<file path="config.mk">
export PLATFORM = sky130hd
export DESIGN_NAME = phase_monitor
export DESIGN_NICKNAME = d
export VERILOG_FILES = /design/src/rtl/phase_pkg.sv /design/src/rtl/phase_onehot_dec.sv /design/src/rtl/phase_monitor.sv
export SDC_FILE = /design/constraint.sdc
export NUM_CORES = 1
export LEC_CHECK = 0
export CAP_MARGIN = 0
export CORE_MARGIN = 4
export CORE_UTILIZATION = 40
export DETAILED_ROUTE_END_ITERATION = 10
export GPL_ROUTABILITY_DRIVEN = 0
export GPL_TIMING_DRIVEN = 0
export PLACE_DENSITY = 0.68
export SETUP_SLACK_MARGIN = 0.2
export SYNTH_ARGS = -nofsm -noshare
export SYNTH_HDL_FRONTEND = slang
export SYNTH_SLANG_ARGS = --single-unit
</file>
<file path="constraint.sdc">
create_clock -name clock_i -period 2.3 [get_ports clock_i]
set_input_delay 0.69 -clock clock_i [delete_from_list [all_inputs] [get_ports clock_i]]
set_output_delay 0.69 -clock clock_i [all_outputs]
set_load 0.01 [all_outputs]
</file>
<file path="src/rtl/phase_pkg.sv">
// phase_pkg: shared types and helpers for the phase-bus monitor
package phase_pkg;

    localparam int NPHASE_DEF = 5;

    typedef logic [$clog2(NPHASE_DEF)-1:0] phase_idx_t;

    typedef enum logic {
        HUNT,
        LOCKED
    } phase_mon_state_t;

    typedef enum logic [1:0] {
        PH_ZERO,
        PH_ONE,
        PH_MULTI
    } phase_class_t;

    // Index width that stays legal for a single-phase bus
    function automatic int idx_width(input int n);
        return (n > 1) ? $clog2(n) : 1;
    endfunction

endpackage

</file>
<file path="src/rtl/phase_onehot_dec.sv">
// phase_onehot_dec: classify a phase-enable sample as zero, one-hot (with index) or multi-hot
module phase_onehot_dec
    import phase_pkg::*;
#(
    parameter int NPHASE = NPHASE_DEF,
    parameter int IW     = idx_width(NPHASE)
) (
    input  logic [NPHASE-1:0] phase_en_i,
    output phase_class_t      cls_o,
    output logic [IW-1:0]     idx_o
);

    logic seen;
    logic multi;

    // Scan all enables; a second hot bit marks the sample as multi-hot
    always_comb begin
        seen  = 1'b0;
        multi = 1'b0;
        idx_o = '0;
        for (int i = 0; i < NPHASE; i++) begin
            if (phase_en_i[i]) begin
                multi = multi | seen;
                seen  = 1'b1;
                idx_o = IW'(i);
            end
        end
        cls_o = multi ? PH_MULTI : (seen ? PH_ONE : PH_ZERO);
    end

endmodule

</file>
<file path="src/rtl/phase_monitor.sv">
// phase_monitor: recover phase index from the phase-enable bus and flag protocol errors
// Optional completed-cycle counter enabled by defining PHASE_MON_CNT_EN.
module phase_monitor
    import phase_pkg::*;
#(
    parameter int NPHASE  = NPHASE_DEF,
    parameter int MAX_GAP = 4
`ifdef PHASE_MON_CNT_EN
    ,
    parameter int CNT_W   = 16
`endif
) (
    input  logic                              clock_i,
    input  logic                              reset_i,
    input  logic [NPHASE-1:0]                 phase_en_i,
    input  logic                              err_clr_i,
    output logic [idx_width(NPHASE)-1:0]      phase_idx_o,
    output logic                              phase_valid_o,
    output logic                              cycle_done_o,
    output logic                              locked_o,
    output logic                              err_multi_o,
    output logic                              err_order_o,
    output logic                              err_timeout_o
`ifdef PHASE_MON_CNT_EN
    ,
    output logic [CNT_W-1:0]                  instr_count_o
`endif
);

    localparam int IW = idx_width(NPHASE);
    localparam int GW = $clog2(MAX_GAP + 1);
    localparam logic [IW-1:0] LAST = IW'(NPHASE - 1);
    localparam logic [GW-1:0] GAP_LIMIT = GW'(MAX_GAP);

    function automatic logic [IW-1:0] next_phase(input logic [IW-1:0] k);
        return (k == LAST) ? '0 : k + 1'b1;
    endfunction

    phase_class_t     cls;
    logic [IW-1:0]    k;

    phase_mon_state_t state_q, state_d;
    logic [IW-1:0]    expect_q, expect_d;
    logic [GW-1:0]    gap_q, gap_d;
    logic [IW-1:0]    idx_q, idx_d;
    logic             valid_q, valid_d;
    logic             done_q, done_d;
    logic             err_multi_q, err_order_q, err_timeout_q;
    logic             set_multi, set_order, set_timeout;

    phase_onehot_dec #(
        .NPHASE (NPHASE),
        .IW     (IW)
    ) u_dec (
        .phase_en_i (phase_en_i),
        .cls_o      (cls),
        .idx_o      (k)
    );

    // Next-state, per-sample outputs and error events from the classified sample
    always_comb begin
        state_d     = state_q;
        expect_d    = expect_q;
        gap_d       = gap_q;
        idx_d       = idx_q;
        valid_d     = 1'b0;
        done_d      = 1'b0;
        set_multi   = 1'b0;
        set_order   = 1'b0;
        set_timeout = 1'b0;
        case (state_q)
            HUNT: begin
                if (cls == PH_MULTI) begin
                    set_multi = 1'b1;
                end else if (cls == PH_ONE && k == '0) begin
                    state_d  = LOCKED;
                    expect_d = next_phase('0);
                    gap_d    = '0;
                    idx_d    = '0;
                    valid_d  = 1'b1;
                end
            end
            default: begin
                if (cls == PH_MULTI) begin
                    set_multi = 1'b1;
                    state_d   = HUNT;
                    expect_d  = '0;
                    gap_d     = '0;
                end else if (cls == PH_ONE && k == expect_q) begin
                    valid_d  = 1'b1;
                    idx_d    = k;
                    gap_d    = '0;
                    expect_d = next_phase(k);
                    done_d   = (k == LAST);
                end else if (cls == PH_ONE) begin
                    // Out-of-order phase 0 is a fresh cycle start: relock without hunting
                    set_order = 1'b1;
                    gap_d     = '0;
                    if (k == '0) begin
                        expect_d = next_phase('0);
                        idx_d    = '0;
                        valid_d  = 1'b1;
                    end else begin
                        state_d  = HUNT;
                        expect_d = '0;
                    end
                end else if (gap_q == GAP_LIMIT) begin
                    set_timeout = 1'b1;
                    state_d     = HUNT;
                    expect_d    = '0;
                    gap_d       = '0;
                end else begin
                    gap_d = gap_q + 1'b1;
                end
            end
        endcase
    end

    // State, tracking registers and sticky errors (a new error beats a clear)
    always_ff @(posedge clock_i or posedge reset_i) begin
        if (reset_i) begin
            state_q       <= HUNT;
            expect_q      <= '0;
            gap_q         <= '0;
            idx_q         <= '0;
            valid_q       <= 1'b0;
            done_q        <= 1'b0;
            err_multi_q   <= 1'b0;
            err_order_q   <= 1'b0;
            err_timeout_q <= 1'b0;
        end else begin
            state_q       <= state_d;
            expect_q      <= expect_d;
            gap_q         <= gap_d;
            idx_q         <= idx_d;
            valid_q       <= valid_d;
            done_q        <= done_d;
            err_multi_q   <= set_multi | (err_multi_q & ~err_clr_i);
            err_order_q   <= set_order | (err_order_q & ~err_clr_i);
            err_timeout_q <= set_timeout | (err_timeout_q & ~err_clr_i);
        end
    end

    assign phase_idx_o   = idx_q;
    assign phase_valid_o = valid_q;
    assign cycle_done_o  = done_q;
    assign locked_o      = (state_q == LOCKED);
    assign err_multi_o   = err_multi_q;
    assign err_order_o   = err_order_q;
    assign err_timeout_o = err_timeout_q;

`ifdef PHASE_MON_CNT_EN
    logic [CNT_W-1:0] cnt_q;

    // Completed instruction cycles, advanced alongside the cycle_done pulse
    always_ff @(posedge clock_i or posedge reset_i) begin
        if (reset_i) begin
            cnt_q <= '0;
        end else if (done_d) begin
            cnt_q <= cnt_q + 1'b1;
        end
    end

    assign instr_count_o = cnt_q;
`endif

endmodule

</file>
==> results.py <==
metrics = {
    "die": {
        "pin_count": 17,
        "die_height_um": 57.5,
        "initial_core_util": 0.430,
        "die_x_um": 57.5,
        "fp.coreArea_sq_mm": 0.00228,
        "die-area_sq_mm": 0.00331,
        "rows": 17,
    },
    "logic_synthesis": {
        "synthesis.area_sq_um": 980,
        "synth_cells": 111,
        "synthArstFlopShare": 1.00,
        "yosys-top-cells-count": "dfrtp_1, inv_1, nor2_1",
        "synth_seq_cells": 15,
        "synth_area_leaders": "dfrtp_1, ha_1, o21ai_0, nor3_1, inv_1",
        "synthFlopType": "dfrtp_1",
        "synth_top_area_cell": "dfrtp_1",
        "synth_fp_nets": 122,
        "yosysMostFrequentCell": "dfrtp_1",
        "syn_avg_cell_area_sq_um": 8.83,
        "yosysWarnings": 0,
        "synth_edf_count": 0,
        "yosysSeqAreaShare": 0.383,
        "synth.top_cell.area_share": 0.383,
        "synth_cell_types": 44,
    },
    "worst_setup_path": {
        "crit_buf_inv": 1,
        "critPathCaptureType": "flop",
        "crit_path_max_fanout": 3,
        "worstSetupPathType": "in -> reg",
        "crit_family": "simple AND/OR/NAND/NOR gates",
        "cp_cell_sequence": "buf_2, or3_1, a211o_1, and2_4, or3_4, a31o_1",
        "cp.required_ns": 2.48,
        "start_kind": "input pin",
        "cp_slowest_cell": "or3_4",
        "arrival_ns": 2.26,
        "cpPeakStageDelay_ns": 0.38,
    },
    "detailed_routing": {
        "via_per_inst": 5.97,
        "drtIter0Drc": 39,
        "vias": 985,
        "routed_wl_mm": 2.54,
        "drc": 0,
        "detail-route-antenna-nets": 0,
        "drt-wirelength-per-cell_um": 15.4,
        "dr.pass1.iters": 4,
    },
    "sta": {
        "period_minus_slack_ns": 2.08,
        "fmax_mhz": 480,
        "setup-violations-final": 0,
        "maxSlewHeadroom": 0.615,
        "slew_viol_final": 0,
        "fin_skew_ns": 0.000821,
        "grt_setup_unrepaired": "yes",
        "holdWs_ns": 0.503,
        "fin_tns_setup_ns": 0,
        "worst_pin_slew_ns": 0.577,
        "hold_violations": 0,
        "fin_crit_sh": 0.905,
    },
    "placement": {
        "port_buffers": 14,
        "place_hpwl_mm": 1.71,
    },
    "flow_run": {
        "maxCapViolCount": 0,
    },
    "finish": {
        "antenna_cells": 0,
        "fillers": 199,
        "nets": 149,
        "areaGrowthSynthToFinish_pct": 31.4,
        "regArea_sq_um": 375,
        "multiInputGateArea_sq_um": 599,
        "layout-drive-gt1-share": 0.241,
    },
    "cts": {
        "cts_hold_buf": 0,
        "cts_sinks": 15,
        "clockBufferDepth": 2,
        "cts_root_buf": "clkbuf_4",
        "htreeDepth": 1,
        "clk_latency_ns": 0.28,
        "cts_tree": "built",
        "path_clk_slew_ns": 0.09,
        "cts_buffers": 3,
    },
    "power_and_ir_drop": {
        "p_sw_frac": 0.348,
        "ir_drop_uv": 472,
        "cellLeakagePower_uw": 0.000520,
        "switchingPower_uw": 243,
        "p_comb_frac": 0.353,
        "powerDensity_mw_per_mm2": 542,
        "power_frac_seq": 0.424,
        "p_clk_frac": 0.223,
        "p_int_uw": 456,
    },
    "global_route": {
        "grt_pass1_vias": 946,
        "gr-total-overflow": 0,
        "gr-usage-met2": 0.268,
        "met1_usage": 0.222,
        "grt_max_degree": 16,
        "grt_use_total": 0.170,
        "antenna_found_initial": 0,
        "top_usage_layer": "met2",
        "grt_pass1_wl_mm": 4.38,
        "met3_usage": 0.0385,
    },
    "outcome": {
        "status": "finished clean",
    },
    "worst_hold_path": {
        "hold_path_class": "reg -> reg",
    },
}
## state kept, by name, indices dropped and copies added (netlist names)
signal         cells
expect_q           3
gap_q              3
phase_idx_o        3
cycle_done_o       1
err_multi_o        1
err_order_o        1
err_timeout_o      1
locked_o           1
phase_valid_o      1
## layer usage
| metal | share of wire | vias up |
|---|---|---|
| met5 | 0 | - |
| li1 | - | 465 |
| met2 | 0.46 | 47 |
| met3 | 0.087 | 7 |
| met4 | 0.021 | 0 |
| met1 | 0.43 | 466 |
## power by group through the flow
stage          clock, uW  combinational (uW)  sequential [uW]
6_report             155                 247              296
5_1_grt              168                 272              302
4_1_cts              160                 235              296
3_5_place_dp           0                 220              301
3_3_place_gp           0                 215              301
2_1_floorplan          0                 151              304
## placed cells by master (no fill, tap or decap), types with 2 or more instances in the layout
| master | Yosys | routed |
|---|---|---|
| nand2_1 | 7 | 6 |
| a31oi_1 | 2 | 2 |
| nand4_1 | 2 | 2 |
| inv_1 | 8 | 8 |
| xnor2_1 | 2 | 2 |
| buf_2 | 2 | 5 |
| nand3_1 | 3 | 3 |
| dfrtp_1 | 15 | 15 |
| buf_4 | 0 | 8 |
| a21o_1 | 2 | 2 |
| o32ai_1 | 2 | 2 |
| a21oi_1 | 4 | 3 |
| nor2_1 | 8 | 7 |
| a22oi_1 | 2 | 2 |
| clkdlybuf4s50_1 | 0 | 11 |
| a22o_1 | 2 | 2 |
| or3_1 | 3 | 3 |
| clkbuf_1 | 2 | 3 |
| o21ai_0 | 7 | 5 |
| o21ai_2 | 0 | 3 |
| o211ai_1 | 2 | 2 |
| nor3_1 | 6 | 5 |
| ha_1 | 3 | 3 |
| clkbuf_4 | 1 | 4 |
## metrics by stage
step	worst slack (ns)	cells	power, uW	instance area [sq um]	util
6_report	0.218	165	698	1290	0.566
5_1_grt	0.181	165	741	1290	0.566
4_1_cts	0.232	165	691	1280	0.562
3_5_place_dp	-0.572	153	521	1160	0.511
3_3_place_gp	-0.556	153	516	1160	0.511
2_1_floorplan	0.182	111	456	987	-
## final cells by class
class	count	area share
clock buffers	4	0.0204
inverters	8	0.0233
flip-flops and latches	15	0.292
well taps	28	0.0272
repair buffers	22	0.144
multi-input cells	82	0.466
plain buffers	6	0.0282
## cell families after synthesis
kind of cell	share of synthesized area
buffers and inverters	0.0677
adders and majority gates	0.0383
muxes	0.0115
xor gates and xnor gates	0.0268
DFF	0.383
AOI/OAI and AO/OA	0.266
and+or+nand+nor	0.207
## path summary, 6_finish.rpt
kind | start | to | slack [ns] | depth (start not counted)
worst max-delay path | phase_en_i[2] | phase_idx_o[0]$_DFFE_PP0P_ | 0.22 | 6
worst min-delay path | err_multi_o$_DFF_PP0_ | err_multi_o$_DFF_PP0_ | 0.50 | 1
worst max register to register | expect_q[1]$_DFFE_PP0P_ | phase_idx_o[0]$_DFFE_PP0P_ | 0.29 | 5
worst min register to register | err_multi_o$_DFF_PP0_ | err_multi_o$_DFF_PP0_ | 0.50 | 1
max in group asynchronous | reset_i | gap_q[0]$_DFFE_PP0P_ | 1.18 | 2
min in group asynchronous | reset_i | err_timeout_o$_DFF_PP0_ | 0.75 | 2
## what timing repair did
item	4_1_cts	5_1_grt
setup endpoints to repair	12	6
setup buffers	8	0
resized for setup	19	7
pin swaps	6	2
Note: power is estimated with default switching activity, not from simulation.
